### config.mk
export PLATFORM = sky130hd
export DESIGN_NAME = stream_fifo_flat
export DESIGN_NICKNAME = d
export VERILOG_FILES = /design/src/rtl/stream_fifo_if.sv /design/src/rtl/stream_fifo.sv /design/src/flat_wrapper.sv
export SDC_FILE = /design/constraint.sdc
export NUM_CORES = 1
export LEC_CHECK = 0
export CAP_MARGIN = 0
export CORE_MARGIN = 5
export CORE_UTILIZATION = 30
export DETAILED_ROUTE_END_ITERATION = 6
export PLACE_DENSITY = 0.52
export RECOVER_POWER = 100
export SYNTH_ARGS = -nofsm -noshare
export SYNTH_HDL_FRONTEND = slang
export SYNTH_SLANG_ARGS = --single-unit
### constraint.sdc
create_clock -name i_clk -period 4.41 [get_ports i_clk]
set_input_delay 1.1025 -clock i_clk [delete_from_list [all_inputs] [get_ports i_clk]]
set_output_delay 1.1025 -clock i_clk [all_outputs]
set_load 0.05 [all_outputs]
### src/rtl/stream_fifo_if.sv
// stream_fifo_if: valid/ready stream bundle carrying one payload beat per handshake.
//   valid  - source offers data
//   ready  - sink accepts; beat transfers when valid & ready
//   data   - payload, DATA_SIZE bits
// Modports: master drives valid/data, slave drives ready.
interface stream_fifo_if #(
  parameter int unsigned DATA_SIZE = 16
) ();
  logic                 valid;
  logic                 ready;
  logic [DATA_SIZE-1:0] data;

  modport master (output valid, output data, input ready);
  modport slave  (input valid, input data, output ready);
endinterface

### src/rtl/stream_fifo.sv
// stream_fifo: parametrised valid/ready FIFO with zero-latency fall-through when empty,
// backpressure or drop-new-on-full behaviour, occupancy/almost-full reporting and a
// clearable sticky overflow flag with saturating drop counter.
// Ports:
//   i_clk          - clock, all state on rising edge
//   i_rst          - synchronous active-high reset
//   s_in           - upstream stream (slave: valid/data in, ready out)
//   m_out          - downstream stream (master: valid/data out, ready in)
//   o_level        - stored entry count, 0..FIFO_DEPTH
//   o_almost_full  - level >= AF_THRESH
//   o_overflow     - sticky, set by any dropped beat
//   i_overflow_clr - clears o_overflow and o_drop_count
//   o_drop_count   - saturating count of dropped beats
module stream_fifo #(
  parameter int unsigned DATA_SIZE  = 16,
  parameter int unsigned FIFO_DEPTH = 5,
  parameter bit          DROP_MODE  = 1'b0,
  parameter int unsigned AF_THRESH  = FIFO_DEPTH - 1,
  parameter int unsigned DROP_W     = 8
) (
  input  logic                              i_clk,
  input  logic                              i_rst,
  stream_fifo_if.slave                      s_in,
  stream_fifo_if.master                     m_out,
  output logic [$clog2(FIFO_DEPTH+1)-1:0]   o_level,
  output logic                              o_almost_full,
  output logic                              o_overflow,
  input  logic                              i_overflow_clr,
  output logic [DROP_W-1:0]                 o_drop_count
);

  localparam int unsigned    LvlW    = $clog2(FIFO_DEPTH + 1);
  localparam int unsigned    PtrW    = (FIFO_DEPTH > 1) ? $clog2(FIFO_DEPTH) : 1;
  localparam logic [LvlW-1:0] LvlFull = LvlW'(FIFO_DEPTH);
  localparam logic [LvlW-1:0] LvlAf   = LvlW'(AF_THRESH);
  localparam logic [PtrW-1:0] PtrLast = PtrW'(FIFO_DEPTH - 1);

  logic [DATA_SIZE-1:0] r_mem [FIFO_DEPTH];
  logic [PtrW-1:0]      r_rd;
  logic [PtrW-1:0]      r_wr;
  logic [LvlW-1:0]      r_level;
  logic                 r_almost_full;
  logic                 r_overflow;
  logic [DROP_W-1:0]    r_drop_count;

  logic                 w_empty;
  logic                 w_full;
  logic                 w_in_ready;
  logic                 w_out_valid;
  logic                 w_bypass;
  logic                 w_pop;
  logic                 w_drop;
  logic                 w_push;
  logic [PtrW-1:0]      w_rd_inc;
  logic [PtrW-1:0]      w_wr_inc;
  logic [LvlW-1:0]      w_level_d;
  logic                 w_overflow_d;
  logic [DROP_W-1:0]    w_drop_count_d;

  assign w_empty = (r_level == '0);
  assign w_full  = (r_level == LvlFull);

  // In drop mode the input never stalls; a full FIFO with no pop discards the new beat.
  assign w_in_ready  = DROP_MODE ? !i_rst : (!i_rst & (!w_full | m_out.ready));
  assign w_out_valid = !i_rst & (!w_empty | s_in.valid);

  // Empty FIFO with a willing consumer: the beat goes straight through, nothing is stored.
  assign w_bypass = w_empty & s_in.valid & m_out.ready;
  assign w_pop    = w_out_valid & m_out.ready & !w_empty;
  assign w_drop   = DROP_MODE & !i_rst & s_in.valid & w_full & !m_out.ready;
  assign w_push   = s_in.valid & w_in_ready & !w_bypass & !w_drop;

  assign w_rd_inc = (r_rd == PtrLast) ? '0 : r_rd + PtrW'(1);
  assign w_wr_inc = (r_wr == PtrLast) ? '0 : r_wr + PtrW'(1);

  always_comb begin
    w_level_d = r_level;
    case ({w_push, w_pop})
      2'b10:   w_level_d = r_level + LvlW'(1);
      2'b01:   w_level_d = r_level - LvlW'(1);
      default: w_level_d = r_level;
    endcase
  end

  // A drop in the same cycle as a clear wins: the new drop is the first one counted.
  always_comb begin
    w_overflow_d   = r_overflow;
    w_drop_count_d = r_drop_count;
    if (w_drop) begin
      w_overflow_d = 1'b1;
      if (i_overflow_clr) begin
        w_drop_count_d = DROP_W'(1);
      end else if (!(&r_drop_count)) begin
        w_drop_count_d = r_drop_count + DROP_W'(1);
      end
    end else if (i_overflow_clr) begin
      w_overflow_d   = 1'b0;
      w_drop_count_d = '0;
    end
  end

  always_ff @(posedge i_clk) begin
    if (i_rst) begin
      r_rd          <= '0;
      r_wr          <= '0;
      r_level       <= '0;
      r_almost_full <= 1'b0;
      r_overflow    <= 1'b0;
      r_drop_count  <= '0;
    end else begin
      if (w_pop) begin
        r_rd <= w_rd_inc;
      end
      if (w_push) begin
        r_wr <= w_wr_inc;
      end
      r_level       <= w_level_d;
      r_almost_full <= (w_level_d >= LvlAf);
      r_overflow    <= w_overflow_d;
      r_drop_count  <= w_drop_count_d;
    end
  end

  // Storage is not reset; only entries between rd and wr are ever observed.
  always_ff @(posedge i_clk) begin
    if (w_push) begin
      r_mem[r_wr] <= s_in.data;
    end
  end

  assign s_in.ready  = w_in_ready;
  assign m_out.valid = w_out_valid;
  assign m_out.data  = w_empty ? s_in.data : r_mem[r_rd];

  assign o_level       = r_level;
  assign o_almost_full = r_almost_full;
  assign o_overflow    = r_overflow;
  assign o_drop_count  = r_drop_count;

endmodule

### src/flat_wrapper.sv
// flat-port wrapper written by rule: the top's interface ports become plain ports
module stream_fifo_flat 
#(
  parameter int unsigned DATA_SIZE  = 16,
  parameter int unsigned FIFO_DEPTH = 5,
  parameter bit          DROP_MODE  = 1'b0,
  parameter int unsigned AF_THRESH  = FIFO_DEPTH - 1,
  parameter int unsigned DROP_W     = 8
)
  (i_clk, i_rst, o_level, o_almost_full, o_overflow, i_overflow_clr, o_drop_count, s_in_valid, s_in_data, s_in_ready, m_out_valid, m_out_data, m_out_ready);
  stream_fifo_if #(.DATA_SIZE(DATA_SIZE)) s_in_i ();
  stream_fifo_if #(.DATA_SIZE(DATA_SIZE)) m_out_i ();
  input  logic i_clk;
  input  logic i_rst;
  output logic [$clog2(FIFO_DEPTH+1)-1:0] o_level;
  output logic o_almost_full;
  output logic o_overflow;
  input  logic i_overflow_clr;
  output logic [DROP_W-1:0] o_drop_count;
  input wire logic [$bits(s_in_i.valid)-1:0] s_in_valid;
  input wire logic [$bits(s_in_i.data)-1:0] s_in_data;
  output wire logic [$bits(s_in_i.ready)-1:0] s_in_ready;
  output wire logic [$bits(m_out_i.valid)-1:0] m_out_valid;
  output wire logic [$bits(m_out_i.data)-1:0] m_out_data;
  input wire logic [$bits(m_out_i.ready)-1:0] m_out_ready;
  assign s_in_i.valid = s_in_valid;
  assign s_in_i.data = s_in_data;
  assign s_in_ready = s_in_i.ready;
  assign m_out_valid = m_out_i.valid;
  assign m_out_data = m_out_i.data;
  assign m_out_i.ready = m_out_ready;
  stream_fifo #(.DATA_SIZE(DATA_SIZE), .FIFO_DEPTH(FIFO_DEPTH), .DROP_MODE(DROP_MODE), .AF_THRESH(AF_THRESH), .DROP_W(DROP_W)) u_core (.i_clk(i_clk), .i_rst(i_rst), .s_in(s_in_i), .m_out(m_out_i), .o_level(o_level), .o_almost_full(o_almost_full), .o_overflow(o_overflow), .i_overflow_clr(i_overflow_clr), .o_drop_count(o_drop_count));
endmodule
==> PnR_summary.wiki, run 1 <==
{| class="wikitable"
! Metric !! Value
|-
| Wire length of the first global-routing pass || 12,800 um
|-
| Detailed-router iteration count before antenna repair || 7
|-
| Worst reg2reg path startpoint || u_core.o_level[0]$_SDFF_PP0_
|-
| Number of distinct library cells after synthesis || 29
|-
| Number of hold buffers added after CTS || 0
|-
| GP Congestion || 0.715
|-
| Most frequent standard cell in the layout excluding fill and tap cells || edfxtp_1
|-
| Area of the core || 12,600 um2
|-
| Share of the synthesized netlist area taken by xor and xnor gates || 0.457%
|-
| Grt met3 use || 2.79%
|-
| Ordered cell list for the critical path || dlygate4sd3_1, nor4bb_1, nor2_1, clkdlybuf4s50_1
|-
| Arithmetic-cell share of the synthesized area counting full adders, half adders and majority gates || 2.16%
|-
| Dominant combinational cell family by area after synthesis || multiplexers
|-
| Met1 track demand over resource in global routing || 15.4%
|-
| Diodes inserted || 0
|-
| Antenna-violating nets left || 0
|-
| Arrival time at the worst endpoint || 3.03 ns
|-
| VDD IR-drop max || 0.208 mV
|-
| Final-report setup violation count || 0
|-
| Die H || 123 um
|-
| Peak Freq || 0.242 GHz
|-
| Share of final-layout standard cells stronger than drive strength 1 || 16.1%
|-
| Cell type of the slowest stage on the worst timing path || clkdlybuf4s50_1
|-
| Relative slew margins || 20.7%
|-
| Share of the synthesized area in compound gates (AO/OA/AOI/OAI) || 7.77%
|-
| Maximum number of pins on one net before global-route repair || 33
|-
| Total number of vias || 2,251
|-
| Net count of the finished layout || 332
|-
| Final Skew || 0.00814 ns
|-
| HPWL after detailed placement || 4800 um
|-
| Cell Pwr Density || 447 nW/um2
|-
| Element type at the critical path start || input pin
|-
| Total Neg Setup Slack || 0 ns
|-
| DR iter-0 viols || 194
|-
| Run status || finished, final reports clean
|-
| Detail-routed via count per cell || 4.67
|-
| H-tree Lvls || 3
|-
| Sink Count || 92
|-
| CTS tree || done
|-
| Routed len/inst || 16.8 um
|-
| Via count of the first global-routing pass || 2,331
|-
| End of the critical path || s_in_ready
|-
| Width of the die || 123 um
|-
| Number of max-cap violations || 0
|-
| Synth-to-Final Area Change || 23.1%
|-
| Worst min path class || reg2reg
|-
| RSZ-0062 raised after global routing || no
|-
| Routed WL || 8120 um
|-
| Global routing met2 resource utilization || 17.2%
|-
| Cells resized by post-CTS repair || 0
|-
| Maximum cell stage delay along the critical path || 0.72 ns
|-
| Reg-to-reg setup timing slack || 1.67 ns
|-
| Maximum buffer depth of the clock tree || 2
|-
| Buffer cell driving the clock tree root || clkbuf_16
|-
| Post-Syn Area || 3830 um2
|-
| End of the worst register-to-register path || u_core.r_mem[4][15]$_DFFE_PP_
|-
| Portion of the post-synthesis area used by sequential elements || 69.0%
|-
| Worst r2r path cells || 5
|-
| DRC viols || 0
|-
| Endpoints failing hold || 0
|-
| Type of the worst setup path || in2out
|-
| Clk_lat worst skew || 0.33 ns
|-
| Instance count along the most critical hold path || 2
|-
| Starting density of the core || 30.5%
|-
| GRT Overall Usage || 11.4%
|-
| Final period utilization || 93.7%
|-
| Launch point of the worst path || m_out_ready
|-
| Number of I/O port buffers || 41
|-
| Total setup buffers inserted after CTS || 0
|-
| Antenna violations before repair || 0
|-
| IO Pins || 52
|-
| Critical path data required time || 3.31 ns
|-
| Gate Count Post-Synth || 258
|-
| Leakage dissipation || 1.57 nW
|-
| Highest net fanout along the worst path || 6
|-
| Layout filler cell count || 1,227
|-
| Total Die Area || 15,100 um2
|-
| Share of synthesized cell area in and, or, nand and nor gates || 5.88%
|-
| Most frequent cells in the layout || edfxtp_1 (80), dlygate4sd3_1 (38), mux2_2 (30), nor2_1 (28), a21oi_1 (21)
|-
| Grt peak-use layer || met2
|-
| Global route overflow || 0
|-
| Clock period minus final worst setup slack || 4.13 ns
|-
| Critical path endpoint category || output port
|-
| Slew at the pin closest to its max-slew limit || 1.19 ns
|-
| Total Power Consumption || 2.11 mW
|-
| Count of yosys warnings during synthesis || 0
|-
| Fin. max-slew vios || 0
|-
| Share of cell area taken by muxes after synthesis || 10.2%
|-
| Avg Cell Area, Syn || 14.8 um2
|-
| CTS buffer count || 9
|-
| Seq cells post-synth || 92
|-
| Clock transition at the registers of the reported paths || 0.06 ns
|-
| Placement Rows || 41
|}
-- synthesized netlist by cell type --
cell type	n	area share (%)
buf_4	11	2.2
nand4_1	2	0.33
nor3_1	1	0.13
dfxtp_1	12	6.3
nor2b_1	1	0.16
a222oi_1	16	4.2
edfxtp_1	80	63
nand2b_1	1	0.16
o31ai_1	1	0.20
a21oi_1	21	2.7
buf_2	5	0.65
nor4bb_1	1	0.26
inv_1	8	0.78
o21ai_0	2	0.26
mux2_2	30	8.8
xor2_1	2	0.46
mux2_1	2	0.59
a31oi_1	1	0.16
o32ai_1	1	0.23
clkbuf_1	9	0.88
mux2_4	2	0.78
nor4_1	6	0.98
ha_1	5	1.6
nor2_1	28	2.7
fa_1	1	0.52
or3_1	3	0.49
conb_1	1	0.098
nor4b_1	1	0.23
nand2_1	4	0.39
-- sequential cells by signal, summed over array words and instances, names as in the netlist, named ones only --
register and cells:
u_core.r_mem 80, u_core.r_rd 3, u_core.r_wr 3, u_core.o_level 1
-- through the flow --
stage | util [%] | setup WS (ns) | instances | cell area [um2] | hold WS [ns]
5_1_grt | 37.5 | 0.172 | 482 | 4720 | 0.533
4_1_cts | 37.9 | 0.368 | 482 | 4760 | 0.501
3_5_place_dp | 35.6 | 0.391 | 466 | 4480 | 0.488
6_report | 37.5 | 0.276 | 482 | 4720 | 0.503
3_3_place_gp | 35.6 | 0.384 | 466 | 4480 | 0.486
2_1_floorplan | - | 0.617 | 266 | 3860 | 0.463
-- where the power goes --
| group | internal (mW) | switching, mW | total [mW] |
|---|---|---|---|
| clock network | 0.436 | 0.299 | 0.735 |
| registers | 0.968 | 0.0114 | 0.979 |
| logic | 0.128 | 0.268 | 0.396 |
| total | 1.53 | 0.579 | 2.11 |
-- area by class of cell --
class                      count  area [um2]  share of cell area [%]
clock buffer                  11         233                    4.93
clock inverter                 5        52.6                    1.11
inverter                       8        30.0                   0.637
multi-input combinational    141        1050                    22.3
sequential                    92        2640                    56.0
tap                          172         215                    4.56
timing repair buffer          53         490                    10.4
-- critical path, delay by kind of cell --
kind	cells	cell delay, ns
buf+inv	2	1.36
simple gates	2	0.57
-- metal layers --
metal / wire [um] / up-vias
met3: 369 / 4
met5: 0 / -
met1: 3880 / 1110
met4: 67 / 0
li1: - / 1075
met2: 3810 / 62
-- cell families (layout without fill, tap and decap cells) --
group / after synthesis / after routing
mux: 34 / 34
simple gates: 48 / 48
xor+xnor: 2 / 2
compound gates: 42 / 42
other cells: 1 / 9
flops: 92 / 92
fa+ha+maj: 6 / 6
buf+inv: 33 / 77
-- worst min-delay path by stage --
| stage | from | slack [ns] | endpoint |
|---|---|---|---|
| final | u_core.r_rd[0]$_SDFFE_PP0N_ | 0.50 | register |
| after global routing | u_core.r_rd[0]$_SDFFE_PP0N_ | 0.53 | u_core.r_rd[0]$_SDFFE_PP0N_ |
| after CTS | u_core.r_rd[0]$_SDFFE_PP0N_ | 0.50 | register |
| after detailed placement | u_core.r_rd[1]$_SDFFE_PP0N_ | 0.49 | u_core.r_rd[1]$_SDFFE_PP0N_ |
| after global placement | u_core.r_rd[1]$_SDFFE_PP0N_ | 0.49 | u_core.r_rd[1]$_SDFFE_PP0N_ |
| after floorplan | u_core.r_rd[1]$_SDFFE_PP0N_ | 0.46 | register |
Note: power is estimated with default switching activity, not from simulation.
==> inputs of run 2 (changes only) <==
Settings changed: PLACE_DENSITY 0.52 to 0.57.
==> PnR_summary.wiki, run 2 (synthesis results as in run 1) <==
{| class="wikitable"
! Metric !! Value
|-
| Run status || finished, final reports clean (unchanged)
|-
| Number of max-cap violations || 0 (unchanged)
|-
| Flip-flop count of the largest register after layout || 80 (unchanged)
|-
| Element type at the critical path start || input pin (unchanged)
|-
| Antenna violations before repair || 1 (was 0)
|-
| Width of the die || 123 um (unchanged)
|-
| Total Die Area || 15,100 um2 (unchanged)
|-
| Cell type of the slowest stage on the worst timing path || dlygate4sd3_1 (was clkdlybuf4s50_1)
|-
| Leakage dissipation || 1.57 nW (about the same)
|-
| End of the worst register-to-register path || u_core.r_mem[1][11]$_DFFE_PP_ (was u_core.r_mem[4][15]$_DFFE_PP_)
|-
| Synth-to-Final Area Change || 22.8% (was 23.1%)
|-
| Cell Pwr Density || 445 nW/um2 (was 447 nW/um2)
|-
| Power dissipated by switching net loads || 0.563 mW (was 0.579 mW)
|-
| Most frequent cells in the layout || edfxtp_1 (80), dlygate4sd3_1 (39), mux2_2 (30), nor2_1 (28), a21oi_1 (21) (was edfxtp_1 (80), dlygate4sd3_1 (38), mux2_2 (30), nor2_1 (28), a21oi_1 (21))
|-
| H-tree Lvls || 3 (unchanged)
|-
| Routed len/inst || 16.0 um (was 16.8 um)
|-
| Cell family contributing the most delay on the critical path || buffers and inverters (unchanged)
|-
| Buffer cell driving the clock tree root || clkbuf_16 (unchanged)
|-
| Cells resized by post-CTS repair || 0 (unchanged)
|-
| Detail-routed via count per cell || 4.71 (was 4.67)
|-
| Sink Count || 92 (unchanged)
|-
| RSZ-0062 raised after global routing || no (unchanged)
|-
| Maximum cell stage delay along the critical path || 0.77 ns (was 0.72 ns)
|-
| Peak Freq || 0.242 GHz (about the same)
|-
| CTS tree || done (unchanged)
|-
| DRC viols || 0 (unchanged)
|-
| CP Buf/Inv Count || 2 (unchanged)
|-
| Type of the worst setup path || in2out (unchanged)
|-
| Net count of the finished layout || 333 (was 332)
|-
| Highest net fanout along the worst path || 6 (unchanged)
|-
| GP Congestion || 0.715 (about the same)
|-
| Proportion of power drawn by flip-flops and latches || 46.8% (was 46.4%)
|-
| HPWL after detailed placement || 4910 um (was 4800 um)
|-
| Clk_lat worst skew || 0.33 ns (about the same)
|-
| Antenna-violating nets left || 0 (unchanged)
|-
| Final period utilization || 93.7% (about the same)
|-
| Part of the total power dissipated in combinational logic || 18.8% (about the same)
|-
| DR iter-0 viols || 173 (was 194)
|-
| Routed WL || 7730 um (was 8120 um)
|-
| Clock transition at the registers of the reported paths || 0.06 ns (about the same)
|-
| CTS buffer count || 9 (unchanged)
|-
| Area of the core || 12,600 um2 (unchanged)
|-
| Net switching share of the total power || 26.9% (was 27.4%)
|-
| Global route overflow || 0 (unchanged)
|-
| Relative slew margins || 27.7% (was 20.7%)
|-
| Worst reg2reg path startpoint || u_core.o_level[0]$_SDFF_PP0_ (unchanged)
|-
| Reg-to-reg setup timing slack || 1.75 ns (was 1.67 ns)
|-
| Critical path depth || 4 (unchanged)
|-
| Maximum buffer depth of the clock tree || 2 (unchanged)
|-
| Final Skew || 0.00748 ns (was 0.00814 ns)
|-
| Critical path endpoint category || output port (unchanged)
|-
| Placement Rows || 41 (unchanged)
|-
| Share of final-layout standard cells stronger than drive strength 1 || 15.5% (was 16.1%)
|-
| Internal power consumption || 1.53 mW (about the same)
|-
| Arrival time at the worst endpoint || 3.03 ns (about the same)
|-
| Number of I/O port buffers || 41 (unchanged)
|-
| Hold Path Origin || u_core.r_rd[0]$_SDFFE_PP0N_ (unchanged)
|-
| Worst min path class || reg2reg (unchanged)
|-
| Total Neg Setup Slack || 0 ns (unchanged)
|-
| Fin. max-slew vios || 0 (unchanged)
|-
| Final worst hold slack || 0.523 ns (was 0.503 ns)
|-
| GRT Overall Usage || 10.8% (was 11.4%)
|-
| Critical path data required time || 3.31 ns (about the same)
|-
| Most frequent standard cell in the layout excluding fill and tap cells || edfxtp_1 (unchanged)
|-
| Starting density of the core || 30.5% (unchanged)
|-
| Clock period minus final worst setup slack || 4.13 ns (about the same)
|-
| Endpoints failing hold || 0 (unchanged)
|-
| Worst r2r path cells || 5 (unchanged)
|-
| Total setup buffers inserted after CTS || 0 (unchanged)
|-
| IO Pins || 52 (unchanged)
|-
| Via count of the first global-routing pass || 2,361 (was 2,331)
|-
| Diodes inserted || 0 (unchanged)
|-
| Final core area utilization || 37.4% (was 37.5%)
|-
| Ordered cell list for the critical path || dlygate4sd3_1, nor4bb_1, nor2_1, dlygate4sd3_1 (was dlygate4sd3_1, nor4bb_1, nor2_1, clkdlybuf4s50_1)
|-
| Total number of vias || 2,270 (was 2,251)
|-
| Most used cell, CP || dlygate4sd3_1
|-
| Die H || 123 um (unchanged)
|-
| Detailed-router iteration count before antenna repair || 5 (was 7)
|-
| Number of hold buffers added after CTS || 0 (unchanged)
|-
| Largest Register || u_core.r_mem (unchanged)
|-
| Final-report setup violation count || 0 (unchanged)
|-
| Terminating pin of the worst hold path || u_core.r_rd[0]$_SDFFE_PP0N_
|-
| Maximum number of pins on one net before global-route repair || 33 (unchanged)
|-
| Power share of the clock group || 34.4% (was 34.8%)
|-
| Instance count along the most critical hold path || 2 (unchanged)
|-
| VDD IR-drop max || 0.225 mV (was 0.208 mV)
|-
| Slew at the pin closest to its max-slew limit || 1.08 ns (was 1.19 ns)
|-
| Wire length of the first global-routing pass || 12,200 um (was 12,800 um)
|-
| Regs by FF count || u_core.r_mem (80), u_core.r_rd (3), u_core.r_wr (3) (unchanged)
|}
-- run 2: changes by cell type in the layout (fill, tap and decap cells not counted), sizes merged --
cell,delta
clkdlybuf4s50,-1
dlygate4sd3,+1
clkbuf,+2
clkinvlp,-2
-- run 2: layout make-up --
class	instances	area [um2]
clock buffers	12	236
clock inverters	3	38.8
fillers	1223	7870
inverters	8	30.0
multi-input cells	141	1050
flip-flops and latches	92	2640
well taps	172	215
repair buffers	54	494
-- run 2: power by group through the flow --
stage / logic (mW) / registers, mW / clock network, mW
6_report: 0.394 / 0.979 / 0.719
5_1_grt: 0.422 / 0.981 / 0.781
4_1_cts: 0.423 / 0.980 / 0.738
3_5_place_dp: 0.420 / 0.998 / 0
3_3_place_gp: 0.418 / 0.997 / 0
2_1_floorplan: 0.276 / 1.00 / 0
-- run 2: worst max path at each step --
stage,start,end,slack (ns)
finish,m_out_ready,s_in_ready,0.28
global route,m_out_ready,s_in_ready,0.15
CTS,m_out_ready,s_in_ready,0.43
detailed placement,s_in_data[2],m_out_data[2],0.45
global placement,m_out_ready,s_in_ready,0.45
floorplan,m_out_ready,u_core.r_mem[2][0]$_DFFE_PP_,0.62
-- run 2: worst reg2reg max path: stages, from the launching register on --
cell and delay [ns]:
dfxtp_1 0.46, nor4b_1 0.11, or3_1 0.40, clkbuf_1 0.22, nor4_1 0.25, clkbuf_1 0.84
-- run 2: metrics by stage --
stage,total power [mW],setup slack [ns],instance area (um2),instances
6_report,2.09,0.277,4700,482
5_1_grt,2.18,0.153,4700,482
4_1_cts,2.14,0.433,4760,482
3_5_place_dp,1.42,0.449,4490,467
3_3_place_gp,1.42,0.450,4490,467
2_1_floorplan,1.28,0.617,3860,266
-- run 2: layer usage --
| layer | vias to the layer above | wire length [um] | track usage [%] |
|---|---|---|---|
| met5 | - | 13 | 0 |
| met4 | 2 | 104 | 3.11 |
| met3 | 14 | 525 | 4.12 |
| met2 | 68 | 3670 | 17.3 |
| met1 | 1116 | 3420 | 13.6 |
| li1 | 1070 | - | - |
==> inputs of run 3 (changes only) <==
Settings changed: DONT_BUFFER_PORTS set to 1, PLACE_DENSITY 0.57 to 0.52, SETUP_SLACK_MARGIN set to 0.3.
==> PnR_summary.wiki, run 3 (synthesis results as in run 1) <==
{| class="wikitable"
! Metric !! Value
|-
| Share of final-layout standard cells stronger than drive strength 1 || 20.1% (was 15.5%)
|-
| Total number of vias || 2,136 (was 2,270)
|-
| Cell Pwr Density || 496 nW/um2 (was 445 nW/um2)
|-
| Critical path endpoint category || output port (unchanged)
|-
| Wire length of the first global-routing pass || 12,400 um (was 12,200 um)
|-
| Relative slew margins || 24.0% (was 27.7%)
|-
| Routed WL || 7930 um (was 7730 um)
|-
| Worst min path class || reg2reg (unchanged)
|-
| Maximum number of pins on one net before global-route repair || 36 (was 33)
|-
| Sink Count || 92 (unchanged)
|-
| Final Skew || 0.00420 ns (was 0.00748 ns)
|-
| CTS tree || done (unchanged)
|-
| Number of max-cap violations || 0 (unchanged)
|-
| Antenna-violating nets left || 0 (unchanged)
|-
| Leakage dissipation || 1.46 nW (was 1.57 nW)
|-
| Most frequent cells in the layout || edfxtp_1 (80), mux2_2 (30), nor2_1 (28), a21oi_1 (21), a222oi_1 (16) (was edfxtp_1 (80), dlygate4sd3_1 (39), mux2_2 (30), nor2_1 (28), a21oi_1 (21))
|-
| Regs by FF count || u_core.r_mem (80), u_core.r_rd (3), u_core.r_wr (3) (unchanged)
|-
| Most frequent standard cell in the layout excluding fill and tap cells || edfxtp_1 (unchanged)
|-
| GP Congestion || 0.744 (was 0.715)
|-
| Global route overflow || 0 (unchanged)
|-
| Antenna violations before repair || 0 (was 1)
|-
| Final-report setup violation count || 0 (unchanged)
|-
| IO Pins || 52 (unchanged)
|-
| Detailed-router iteration count before antenna repair || 7 (was 5)
|-
| Peak Freq || 0.274 GHz (was 0.242 GHz)
|-
| Highest net fanout along the worst path || 9 (was 6)
|-
| Run status || finished with violations (was finished, final reports clean)
|-
| HPWL after detailed placement || 4860 um (was 4910 um)
|-
| DR iter-0 viols || 202 (was 173)
|-
| Arrival time at the worst endpoint || 2.54 ns (was 3.03 ns)
|-
| Worst Slack Setup Final || 0.764 ns (was 0.277 ns)
|-
| Width of the die || 123 um (unchanged)
|-
| Buffer cell driving the clock tree root || clkbuf_16 (unchanged)
|-
| Area of the core || 12,600 um2 (unchanged)
|-
| Total Die Area || 15,100 um2 (unchanged)
|-
| Diodes inserted || 0 (unchanged)
|-
| Number of I/O port buffers || 0 (was 41)
|-
| Type of the worst setup path || reg2out (was in2out)
|-
| Number of hold buffers added after CTS || 0 (unchanged)
|-
| Largest Register || u_core.r_mem (unchanged)
|-
| Via count of the first global-routing pass || 2,292 (was 2,361)
|-
| Endpoints failing hold || 0 (unchanged)
|-
| Flip-flop count of the largest register after layout || 80 (unchanged)
|-
| Die H || 123 um (unchanged)
|-
| DRC viols || 1 (was 0)
|-
| Worst slack at placement || 1.06 ns (was 0.449 ns)
|-
| Detail-routed via count per cell || 4.68 (was 4.71)
|-
| Cells resized by post-CTS repair || 0 (unchanged)
|-
| Total Neg Setup Slack || 0 ns (unchanged)
|-
| Clock period minus final worst setup slack || 3.65 ns (was 4.13 ns)
|-
| GRT Overall Usage || 11.0% (was 10.8%)
|-
| Total setup buffers inserted after CTS || 0 (unchanged)
|-
| Net count of the finished layout || 307 (was 333)
|-
| CTS buffer count || 9 (unchanged)
|-
| Synth-to-Final Area Change || 15.3% (was 22.8%)
|-
| Maximum buffer depth of the clock tree || 2 (unchanged)
|-
| Clk_lat worst skew || 0.33 ns (about the same)
|-
| Routed len/inst || 17.4 um (was 16.0 um)
|-
| Fin. max-slew vios || 0 (unchanged)
|-
| VDD IR-drop max || 0.201 mV (was 0.225 mV)
|-
| Final period utilization || 82.7% (was 93.7%)
|-
| Starting density of the core || 30.5% (unchanged)
|-
| Slew at the pin closest to its max-slew limit || 1.14 ns (was 1.08 ns)
|-
| Critical path data required time || 3.31 ns (about the same)
|-
| Clock transition at the registers of the reported paths || 0.06 ns (about the same)
|-
| H-tree Lvls || 3 (unchanged)
|-
| Placement Rows || 41 (unchanged)
|-
| RSZ-0062 raised after global routing || no (unchanged)
|-
| Element type at the critical path start || register (was input pin)
|-
| Violated checks || DRC
|}
-- run 3: changes by cell type in the layout (fill, tap and decap cells not counted), moves of 2 or more --
cell,before,now
clkdlybuf4s50_1,2,0
bufinv_16,1,3
inv_6,0,2
dlygate4sd3_1,39,0
buf_4,5,13
clkbuf_1,10,15
-- run 3: layer usage --
metal  wire, um  up-vias  GRT usage (%)
li1           -     1022              -
met1       3330     1036           13.4
met2       3820       72           17.8
met3        725        6           5.03
met4         56        0           3.11
met5          0        -              0
-- run 3: area by class of cell --
class	count	area, um2
timing repair buffer	28	154
fill	1234	8150
clock buffer	9	225
multi-input combinational	141	1040
sequential	92	2640
inverter	8	30.0
clock inverter	6	111
tap	172	215
-- run 3: power breakdown --
| group | total (mW) | internal, mW | leakage [nW] | switching [mW] |
|---|---|---|---|---|
| logic | 0.338 | 0.0936 | 0.480 | 0.245 |
| clock network | 0.864 | 0.552 | 0.164 | 0.312 |
| registers | 0.987 | 0.968 | 0.820 | 0.0186 |
-- run 3: path summary, 6_finish.rpt --
check                                                 start                            to  slack, ns  cells past startpoint
worst max-delay path                               register                 m_out_data[9]       0.76                      5
worst min register to register  u_core.r_rd[0]$_SDFFE_PP0N_   u_core.r_rd[0]$_SDFFE_PP0N_       0.51                      2
worst min-delay path            u_core.r_rd[0]$_SDFFE_PP0N_   u_core.r_rd[0]$_SDFFE_PP0N_       0.51                      2
worst max register to register                     register  u_core.r_mem[2][4]$_DFFE_PP_       1.42                      4
-- run 3: per-stage QoR --
stage | std cells | hold WS, ns | utilization [%] | power [mW] | cell area (um2)
global route | 456 | 0.535 | 35.2 | 2.28 | 4420
global placement | 441 | 0.483 | 33.2 | 1.36 | 4180
floorplan | 266 | 0.463 | - | 1.28 | 3860
finish | 456 | 0.508 | 35.2 | 2.19 | 4420
CTS | 456 | 0.503 | 35.9 | 2.24 | 4510
detailed placement | 441 | 0.485 | 33.2 | 1.37 | 4180
-- run 3: worst max-delay path: stages (launching register included) --
cell      delay, ns
dfxtp_1        0.43
nor2_1         0.63
clkbuf_1       0.53
a222oi_1       0.17
a21oi_1        0.21
buf_4          0.23
